`config.mk`:
```
export PLATFORM = sky130hd
export DESIGN_NAME = mem_dump_streamer
export DESIGN_NICKNAME = d
export VERILOG_FILES = /design/src/rtl/mem_dump_streamer.sv
export SDC_FILE = /design/constraint.sdc
export NUM_CORES = 1
export LEC_CHECK = 0
export CORE_UTILIZATION = 30
export CTS_CLUSTER_SIZE = 24
export DETAILED_ROUTE_END_ITERATION = 16
export GPL_TIMING_DRIVEN = 1
export PLACE_DENSITY = 0.54
export SLEW_MARGIN = 20
export SYNTH_ARGS = -nofsm -noshare
export SYNTH_HDL_FRONTEND = slang
export SYNTH_SLANG_ARGS = --single-unit
export TNS_END_PERCENT = 50
```
`constraint.sdc`:
```
create_clock -name clk -period 3.1 [get_ports clk]
set_clock_uncertainty 0.1 [all_clocks]
set_input_delay 0.31 -clock clk [delete_from_list [all_inputs] [get_ports clk]]
set_output_delay 0.31 -clock clk [all_outputs]
set_load 0.005 [all_outputs]
```
`src/rtl/mem_dump_streamer.sv`:
```
// Streams a byte-wide data memory out on a valid/ready interface once the processor signals done.
// Optional feature macro: MEM_DUMP_CHECKSUM_EN adds a 16-bit running sum output (checksum_o).
module mem_dump_streamer #(
  parameter int DATA_W    = 8,
  parameter int ADDR_W    = 14,
  parameter int DEPTH     = 10000,
  parameter int BASE_ADDR = 0
) (
  input  logic              clk,
  input  logic              rst,
  input  logic              done_i,
  output logic              mem_rd_o,
  output logic [ADDR_W-1:0] mem_addr_o,
  input  logic [DATA_W-1:0] mem_data_i,
  output logic [DATA_W-1:0] out_data_o,
  output logic              out_valid_o,
  input  logic              out_ready_i,
  output logic              busy_o,
  output logic              dump_done_o
`ifdef MEM_DUMP_CHECKSUM_EN
  ,
  output logic [15:0]       checksum_o
`endif
);

  localparam int                IDX_W    = (DEPTH > 1) ? $clog2(DEPTH) : 1;
  localparam logic [IDX_W-1:0]  LAST_IDX = IDX_W'(DEPTH - 1);
  localparam logic [ADDR_W-1:0] BASE     = ADDR_W'(BASE_ADDR);

  typedef enum logic [2:0] {
    S_IDLE = 3'd0,
    S_REQ  = 3'd1,
    S_LAT  = 3'd2,
    S_SEND = 3'd3,
    S_FIN  = 3'd4
  } state_e;

  state_e              state_q, state_d;
  logic                done_q;
  logic [IDX_W-1:0]    index_q, index_d;
  logic [ADDR_W-1:0]   addr_q, addr_d;
  logic [DATA_W-1:0]   data_q, data_d;
  logic                valid_q, valid_d;
  logic                busy_q, busy_d;
  logic                dump_done_q, dump_done_d;
  logic                rd_q, rd_d;
  logic                start_s;
  logic                accept_s;
  logic                last_s;

  assign start_s  = done_i & ~done_q & (state_q == S_IDLE);
  assign accept_s = valid_q & out_ready_i;
  assign last_s   = (index_q == LAST_IDX);

  always_ff @(posedge clk or posedge rst) begin
    if (rst) begin
      state_q <= S_IDLE;
      done_q  <= 1'b0;
    end else begin
      state_q <= state_d;
      done_q  <= done_i;
    end
  end

  always_comb begin
    state_d = state_q;
    case (state_q)
      S_IDLE: state_d = start_s ? S_REQ : S_IDLE;
      S_REQ:  state_d = S_LAT;
      S_LAT:  state_d = S_SEND;
      S_SEND: begin
        if (accept_s) begin
          state_d = last_s ? S_FIN : S_REQ;
        end else begin
          state_d = S_SEND;
        end
      end
      // done_i may already be low if it fell mid-dump; then FIN lasts one cycle
      S_FIN:  state_d = done_i ? S_FIN : S_IDLE;
      default: state_d = S_IDLE;
    endcase
  end

  always_comb begin
    index_d     = index_q;
    addr_d      = addr_q;
    data_d      = data_q;
    valid_d     = valid_q;
    busy_d      = busy_q;
    dump_done_d = dump_done_q;
    rd_d        = (state_d == S_REQ);
    case (state_q)
      S_IDLE: begin
        if (start_s) begin
          index_d     = {IDX_W{1'b0}};
          addr_d      = BASE;
          busy_d      = 1'b1;
          dump_done_d = 1'b0;
        end else begin
          busy_d      = 1'b0;
        end
      end
      S_LAT: begin
        data_d  = mem_data_i;
        valid_d = 1'b1;
      end
      S_SEND: begin
        if (accept_s) begin
          valid_d = 1'b0;
          if (last_s) begin
            busy_d      = 1'b0;
            dump_done_d = 1'b1;
          end else begin
            index_d = index_q + {{(IDX_W-1){1'b0}}, 1'b1};
            addr_d  = addr_q + {{(ADDR_W-1){1'b0}}, 1'b1};
          end
        end else begin
          valid_d = 1'b1;
        end
      end
      S_FIN: begin
        valid_d = 1'b0;
        if (!done_i) begin
          dump_done_d = 1'b0;
        end else begin
          dump_done_d = 1'b1;
        end
      end
      default: begin
        valid_d = valid_q;
      end
    endcase
  end

  always_ff @(posedge clk or posedge rst) begin
    if (rst) begin
      index_q     <= {IDX_W{1'b0}};
      addr_q      <= BASE;
      data_q      <= {DATA_W{1'b0}};
      valid_q     <= 1'b0;
      busy_q      <= 1'b0;
      dump_done_q <= 1'b0;
      rd_q        <= 1'b0;
    end else begin
      index_q     <= index_d;
      addr_q      <= addr_d;
      data_q      <= data_d;
      valid_q     <= valid_d;
      busy_q      <= busy_d;
      dump_done_q <= dump_done_d;
      rd_q        <= rd_d;
    end
  end

  assign mem_rd_o    = rd_q;
  assign mem_addr_o  = addr_q;
  assign out_data_o  = data_q;
  assign out_valid_o = valid_q;
  assign busy_o      = busy_q;
  assign dump_done_o = dump_done_q;

`ifdef MEM_DUMP_CHECKSUM_EN
  logic [15:0] csum_q, csum_d;

  // Sum of accepted bytes, restarted on every start edge
  always_comb begin
    csum_d = csum_q;
    if (start_s) begin
      csum_d = 16'h0000;
    end else if ((state_q == S_SEND) && accept_s) begin
      csum_d = csum_q + 16'(data_q);
    end else begin
      csum_d = csum_q;
    end
  end

  always_ff @(posedge clk or posedge rst) begin
    if (rst) begin
      csum_q <= 16'h0000;
    end else begin
      csum_q <= csum_d;
    end
  end

  assign checksum_o = csum_q;
`endif

endmodule
```
# Yosys cells after proc, flatten, opt, wreduce, memory -nomap -nowiden
# Index checks and enable logic that the tools add are counted.
[totals] register_bits=44 inputBits=12 out_inout_bits=26 wordCells=55
[op_classes] n_addsub=2 n_eq_ne=10 mux=23 n_bitwise=4 reduce_logical=7
[ops] cell="$mux 14" n=5
[ops] cell="$pmux 14 s2" n=2
[ops] cell="$add 14x1->14 const B" n=2
[ops] cell="$pmux 3 s5" n=1
[ops] cell="$eq 14x14->1 const B" n=1
[ops] cell="$mux 1" n=9
[ops] cell="$mux 3" n=3
[ops] cell="$ne 2x2->1 const B" n=4
[ops] cell="$reduce_and 4->1" n=2
[ops] cell="$eq 3x1->1 const B" n=2
[ops] cell="$eq 3x2->1 const B" n=2
[ops] cell="$pmux 1 s3" n=2
[ops] cell="$reduce_bool 3->1" n=2
[ops] cell="$and 1x1->1" n=3
[ops] cell="$eq 3x3->1 const B" n=1
[ops] cell="$logic_not 3->1" n=1
[ops] cell="$reduce_and 3->1" n=1
[ops] cell="$pmux 1 s2" n=1
[ops] cell="$reduce_bool 2->1" n=1
[ops] cell="$not 1->1" n=1

# Longest topological paths before layout
# Gate-level depths: netlist (run 1).
[logic_depth] depth_word=6 mapped_depth=8 mapped_depth_nobuf=6

# Worst setup path after synthesis (run 1)
# Ideal clock, no wire load.
[synth_path] path_kind="flip-flop to flip-flop" start="reg index_q[0]" end="reg index_q[11]" setup_time_ns=0.078 arrival_time_ns=1.828 required_ns=2.922 slack_ns=1.094 path_stages_with_launch=8 n_path_buf=2 period_less_slack_ns=2.006 cell_sequence="dfrtp_1 -> ha_1 -> and3_4 -> and4_1 -> buf_6 -> buf_6 -> or4_1 -> a21oi_1"
[synth_via] elab_chain_cells=4 elab_cells_between_ends=7 cone_classes="add/sub: 1; eq/ne: 2; mux: 3; reduce/logical: 1"
[synth_lines] element="start, declared" line="40" rtl="logic [IDX_W-1:0] index_q, index_d;"
[synth_lines] element="start signal, assigned" line="137" rtl="index_q <= {IDX_W{1'b0}};"
[synth_lines] element="start signal, assigned" line="145" rtl="index_q <= index_d;"
[synth_lines] element="$add 14x1->14" line="114" rtl="index_d = index_q + {{(IDX_W-1){1'b0}}, 1'b1};"
[synth_lines] element="$mux 14" line="110" rtl="if (last_s) begin"
[synth_lines] element="$mux 14" line="108" rtl="if (accept_s) begin"
[synth_lines] element="$pmux 14 s2" line="92" rtl="case (state_q)"
# Several ways; a longest one is shown, not always the timed one. The select of a mux whose other input is x is not followed.
# A chain may end at the register's enable or synchronous reset.

# Final worst setup path (run 1)
[layout_path] start="reg index_q[0]" end="reg addr_q[13] (netlist: mem_addr_o[13])"
[layout_via] elab_chain_cells=3
[layout_lines] element="$eq 14x14->1" line="53" rtl="assign last_s = (index_q == LAST_IDX);"
[layout_lines] element="$ne 2x2->1 (no source line)"
[layout_lines] element="$reduce_and 4->1 (no source line)"
[layout_lines] element="end signal, assigned" line="146" rtl="addr_q <= addr_d;"
[layout_lines] element="end, declared" line="41" rtl="logic [ADDR_W-1:0] addr_q, addr_d;"
# No other way between the ends.

==> impl_metrics.py, run 1 <==
metrics = {
    "yosys": {
        "synth-edff-count": 0,
        "yosysSeqAreaShare_pct": 48.4,
        "synth_flop_cell": "dfrtp_1",
        "synth_cell_type_count": 43,
        "synthArstFlopShare_pct": 100,
        "synth_warnings": 0,
        "netlist_area_sq_um": 2270,
        "syn_area_per_cell_sq_um": 10.1,
        "ys_seq_elements": 44,
        "synth.net_count": 239,
        "synth_cells": 225,
    },
    "cts": {
        "htreeDepth": 2,
        "worstSkewPairLatency_ns": 0.30,
        "cts_resized": 0,
        "clkTransAtPathRegs_ns": 0.08,
        "ctsHoldBuffers": 0,
        "clock-sinks": 44,
        "cts_buffers": 5,
        "cts_tree": "yes",
        "post-cts-setup-buffer-count": 0,
        "root_buffer": "clkbuf_8",
        "cts_buffer_depth": 2,
    },
    "power_and_ir_drop": {
        "switching_share_pct": 34.1,
        "p_int_w": 0.00119,
        "p_sw_w": 0.000616,
        "seq_power_share_pct": 46.7,
        "ir_worst_vdd_mv": 0.384,
        "p_clk_share_pct": 18.7,
        "pwr-share-comb_pct": 34.6,
        "p_per_area_nw_per_um2": 651,
        "p_leak_nw": 1.12,
    },
    "floorplan": {
        "fp.dieH_um": 89.1,
        "core.rowCount": 31,
        "pin_count": 38,
        "die_w_um": 89.1,
        "core_area_sq_um": 7290,
        "initial_core_util_pct": 31.2,
        "dieArea_sq_um": 7930,
    },
    "timing": {
        "hold_viol_final": 0,
        "drv_slew": 0,
        "tightest_slew_ns": 0.955,
        "maxSlewHeadroom_pct": 36.3,
        "setup_ws_ns": 0.758,
        "setup_viol_count_final": 0,
        "rsz0062_at_grt": "no",
        "min_period_ns": 2.34,
        "finalSetupTns_ns": 0,
        "max_freq_ghz": 0.427,
        "period_share_pct": 75.5,
    },
    "layout": {
        "nFillCells": 771,
        "final_common_cell": "dfrtp_1",
        "layout-drive-gt1-share_pct": 8.17,
        "multiInputGateArea_sq_um": 1060,
        "nets": 273,
        "final_cell_mix": "dfrtp_1, clkdlybuf4s50_1, nand2_1",
        "area_growth_pct": 21.9,
        "final-seq-area_sq_um": 1100,
        "antenna_cells": 0,
    },
    "worst_setup_path": {
        "critPathKind": "register to register",
        "critPathLaunchType": "register",
        "cp.arrival_ns": 2.43,
        "cp_max_fo": 16,
        "end_kind": "register",
        "reg2reg_depth": 6,
        "cp.required_ns": 3.18,
    },
    "route": {
        "via_count": 1889,
        "first_pass_iters": 4,
        "ant_nets": 0,
        "routedWlPerCell_um": 16.0,
        "via_per_inst": 5.31,
        "drt_iter0_markers": 136,
        "drt_wl_total_um": 5700,
        "drc": 0,
    },
    "worst_hold_path": {
        "hp-class": "register to register",
        "holdPathStages": 1,
    },
    "global_routing": {
        "grt_pass1_wl_um": 9190,
        "antenna_found_initial": 0,
        "grt_util_all_layers_pct": 15.3,
        "grt_pass1_vias": 1782,
        "grt_start_max_net_pins": 45,
        "grt_remaining_overflow": 0,
    },
    "outcome": {
        "status": "finished clean",
    },
    "place": {
        "gp_congestion": 0.750,
        "portBuffers": 37,
        "dp_hpwl_um": 3910,
        "dp_slack_ns": 0.753,
    },
    "job": {
        "cap_violations": 0,
    },
}
-- Yosys cell counts, drive strengths merged, types with 4 or more instances --
cell,instances,share of area (%)
dfrtp,44,48
nand2,20,3.3
a21oi,13,2.9
nand3,13,2.9
nand4,11,3.0
mux2i,10,4.4
a31oi,8,2.2
buf,8,3.0
mux2,8,4.0
nor2,8,1.4
o21ai,8,1.8
o31ai,7,2.3
or4,7,2.3
inv,6,0.99
and3,5,1.8
clkbuf,5,0.83
nand2b,4,1.1
nor3,4,0.88
o211ai,4,1.3
-- cell type report --
| cell class | instances | area share [%] |
|---|---|---|
| flip-flops and latches | 44 | 39.7 |
| inverters | 6 | 0.812 |
| repair buffers | 40 | 14.2 |
| multi-input cells | 162 | 38.4 |
| clock buffers | 5 | 2.48 |
| well taps | 99 | 4.47 |
-- worst max-delay path: stages, from the launching register on --
cell and delay, ns:
dfrtp_1 0.43, ha_1 0.25, and3_4 0.19, and4_1 0.33, buf_4 0.24, or4_1 0.55
mux2i_1 0.13
-- through the flow --
step,area (sq um),hold WS (ns),util (%),cells,power [W]
floorplan,2270,0.241,-,225,0.00120
global placement,2710,0.380,37.1,351,0.00147
detailed placement,2710,0.389,37.1,351,0.00148
CTS,2770,0.399,38.0,356,0.00182
global route,2770,0.407,38.0,356,0.00192
finish,2770,0.392,38.0,356,0.00180
-- power groups by stage --
stage | combinational (W) | clock [W] | sequential, W
floorplan | 0.000400 | 0 | 0.000797
global placement | 0.000624 | 0 | 0.000850
detailed placement | 0.000631 | 0 | 0.000850
CTS | 0.000635 | 0.000345 | 0.000844
global route | 0.000691 | 0.000362 | 0.000868
finish | 0.000624 | 0.000337 | 0.000844
-- routing by layer --
metal / wire, um / up-vias / global-route usage (%) / share of wire [%]
met4: 57 / 0 / 2.60 / 1.0
met3: 382 / 6 / 4.34 / 6.7
met2: 2480 / 50 / 24.0 / 43
li1: - / 914 / - / -
met5: 0 / - / 0 / 0
met1: 2780 / 919 / 21.4 / 49
-- registers in the layout, indices dropped and copies added (netlist names) --
register	flops
busy_o	1
done_q	1
dump_done_o	1
index_q	14
mem_addr_o	14
mem_rd_o	1
out_data_o	8
out_valid_o	1
state_q	3
-- worst paths after layout --
check	from	end	slack (ns)
min in group asynchronous	rst	out_data_o[5]$_DFFE_PP0P_	0.45
max in group asynchronous	rst	mem_addr_o[4]$_DFFE_PP0P_	1.87
hold reg to reg	mem_addr_o[13]$_DFFE_PP0P_	mem_addr_o[13]$_DFFE_PP0P_	0.39
hold / removal	mem_addr_o[13]$_DFFE_PP0P_	mem_addr_o[13]$_DFFE_PP0P_	0.39
setup / recovery	index_q[0]$_DFFE_PP0P_	mem_addr_o[13]$_DFFE_PP0P_	0.76
setup reg to reg	index_q[0]$_DFFE_PP0P_	mem_addr_o[13]$_DFFE_PP0P_	0.76
-- cells by family after synthesis --
| group | count (synthesis) | share of synthesized area, % |
|---|---|---|
| AND/OR/NAND/NOR | 92 | 23.4 |
| AO/OA/AOI/OAI | 49 | 13.6 |
| flip-flops | 44 | 48.4 |
| buffers and inverters | 19 | 4.79 |
| multiplexers | 18 | 8.36 |
| adder cells (fa/ha/maj) | 2 | 1.10 |
| XOR/XNOR | 1 | 0.385 |
(Power assumes the default switching activity.)
==> run 2, diff against run 1 <==
==> constraint.sdc (replaced) <==
create_clock -name clk -period 2.16 [get_ports clk]
set_clock_uncertainty 0.1 [all_clocks]
set_input_delay 0.216 -clock clk [delete_from_list [all_inputs] [get_ports clk]]
set_output_delay 0.216 -clock clk [all_outputs]
set_load 0.005 [all_outputs]
==> impl_metrics.py, run 2 (synthesis results as in run 1) <==
metrics = {
    "layout": {
        "nets": 291,
        "final_cell_mix": "dfrtp_1, clkdlybuf4s50_1, nand2_1",
        "fin_util_pct": 40.6,
        "final_area_sq_um": 2960,
        "instances_no_fill": 377,
        "area_growth_pct": 30.1,
        "nFillCells": 766,
        "final_common_cell": "dfrtp_1",
        "layout-drive-gt1-share_pct": 14.7,
        "antenna_cells": 0,
    },
    "worst_setup_path": {
        "cpLargestDelayFamily": "simple AND/OR/NAND/NOR gates",
        "critPathLaunchType": "register",
        "end_kind": "register",
        "critPathKind": "register to register",
        "crit_chain": "ha_1, and3_4, and4_1, buf_12, or4_1, mux2i_1",
        "slowest_delay_ns": 0.53,
        "slowest_stage": "or4_1",
        "cp.required_ns": 2.24,
        "cp.arrival_ns": 2.17,
        "reg2reg_setup_slack_ns": 0.08,
        "path_buf_inv": 1,
        "cp_max_fo": 15,
    },
    "timing": {
        "drv_slew": 0,
        "finalSetupTns_ns": 0,
        "hold_viol_final": 0,
        "maxSlewHeadroom_pct": 69.6,
        "rsz0062_at_grt": "yes",
        "min_period_ns": 2.08,
        "tightest_slew_ns": 0.455,
        "period_share_pct": 96.5,
        "setup_viol_count_final": 0,
        "max_freq_ghz": 0.480,
    },
    "route": {
        "drc": 0,
        "ant_nets": 0,
        "via_count": 1953,
        "drt_wl_total_um": 5710,
        "first_pass_iters": 4,
        "via_per_inst": 5.18,
        "drt_iter0_markers": 127,
        "routedWlPerCell_um": 15.2,
    },
    "power_and_ir_drop": {
        "p_per_area_nw_per_um2": 936,
        "ir_worst_vdd_mv": 0.529,
        "p_leak_nw": 1.23,
    },
    "place": {
        "dp_cells": 369,
        "dp_hpwl_um": 4230,
        "placed_area_sq_um": 2870,
        "portBuffers": 37,
        "gp_congestion": 0.818,
    },
    "cts": {
        "htreeDepth": 2,
        "ctsHoldBuffers": 0,
        "worstSkewPairLatency_ns": 0.29,
        "cts_buffer_depth": 2,
        "clkTransAtPathRegs_ns": 0.09,
        "cts_resized": 0,
        "root_buffer": "clkbuf_8",
        "clock-sinks": 44,
        "cts_tree": "yes",
        "cts_buffers": 5,
        "post-cts-setup-buffer-count": 0,
    },
    "job": {
        "cap_violations": 0,
    },
    "floorplan": {
        "initial_core_util_pct": 31.2,
        "core_area_sq_um": 7290,
        "die_w_um": 89.1,
        "pin_count": 38,
        "dieArea_sq_um": 7930,
        "fp.dieH_um": 89.1,
        "core.rowCount": 31,
    },
    "outcome": {
        "status": "finished clean",
    },
    "worst_hold_path": {
        "hp-class": "input pin to asynchronous set/reset pin",
    },
    "global_routing": {
        "grt_pass1_vias": 1987,
        "grt_util_all_layers_pct": 16.2,
        "grt_pass1_wl_um": 9830,
        "grt_start_max_net_pins": 26,
        "antenna_found_initial": 0,
        "grt_remaining_overflow": 0,
    },
}
==> run 2: changes by cell type in the layout (fill, tap and decap cells not counted) <==
| cell | previous run | this run |
|---|---|---|
| buf_4 | 3 | 19 |
| buf_12 | 0 | 2 |
| clkbuf_1 | 0 | 2 |
| a21oi_2 | 0 | 1 |
| a21oi_1 | 13 | 12 |
| clkbuf_8 | 5 | 6 |
==> run 2: worst paths after layout <==
| check | start | to | cells after the start |
|---|---|---|---|
| max | index_q[0]$_DFFE_PP0P_ | mem_addr_o[13]$_DFFE_PP0P_ | 6 |
| min | rst | mem_addr_o[2]$_DFFE_PP0P_ | 2 |
| max reg2reg | index_q[0]$_DFFE_PP0P_ | mem_addr_o[13]$_DFFE_PP0P_ | 6 |
| min reg2reg | mem_addr_o[13]$_DFFE_PP0P_ | mem_addr_o[13]$_DFFE_PP0P_ | 1 |
| max in group asynchronous | rst | mem_addr_o[8]$_DFFE_PP0P_ | 3 |
| min in group clk | done_i | done_q$_DFF_PP0_ | 1 |
==> run 2: where the power goes <==
group          total (W)  leakage [nW]  switching (W)  internal [W]
Clock           0.000548        0.0455       0.000286      0.000262
Combinational    0.00104         0.607       0.000457      0.000584
Sequential       0.00118         0.573       0.000172       0.00101
Total            0.00277          1.23       0.000915       0.00185
==> run 2: layer usage <==
layer	part of all wire, %	wire (um)	track usage, %
met1	49	2780	22.2
met2	45	2600	26.0
met3	5.7	323	4.52
met4	0.25	14	2.60
met5	0	0	0
==> run 2: cell type report <==
type	instances	area (sq um)	share of cell area, %
multi-input combinational	162	1070	36.1
tap	99	124	4.19
inverter	6	22.5	0.761
clock buffer	8	90.1	3.04
timing repair buffer	58	553	18.7
sequential	44	1100	37.2
==> run 2: per-stage QoR <==
| step | power [W] | setup slack, ns | hold WS (ns) |
|---|---|---|---|
| finish | 0.00277 | 0.0758 | 0.145 |
| global route | 0.00296 | -0.00463 | 0.202 |
| CTS | 0.00280 | 0.0693 | 0.164 |
| detailed placement | 0.00224 | 0.0880 | 0.387 |
| global placement | 0.00223 | 0.101 | 0.369 |
| floorplan | 0.00172 | 0.154 | 0.147 |
==> run 2: worst reg2reg max path: cells and delay by family (launching register included) <==
family | cells | cell delay, ns
multiplexers | 1 | 0.13
flip-flops | 1 | 0.39
buffers and inverters | 1 | 0.16
AND/OR/NAND/NOR | 3 | 0.98
adder cells (fa/ha/maj) | 1 | 0.23
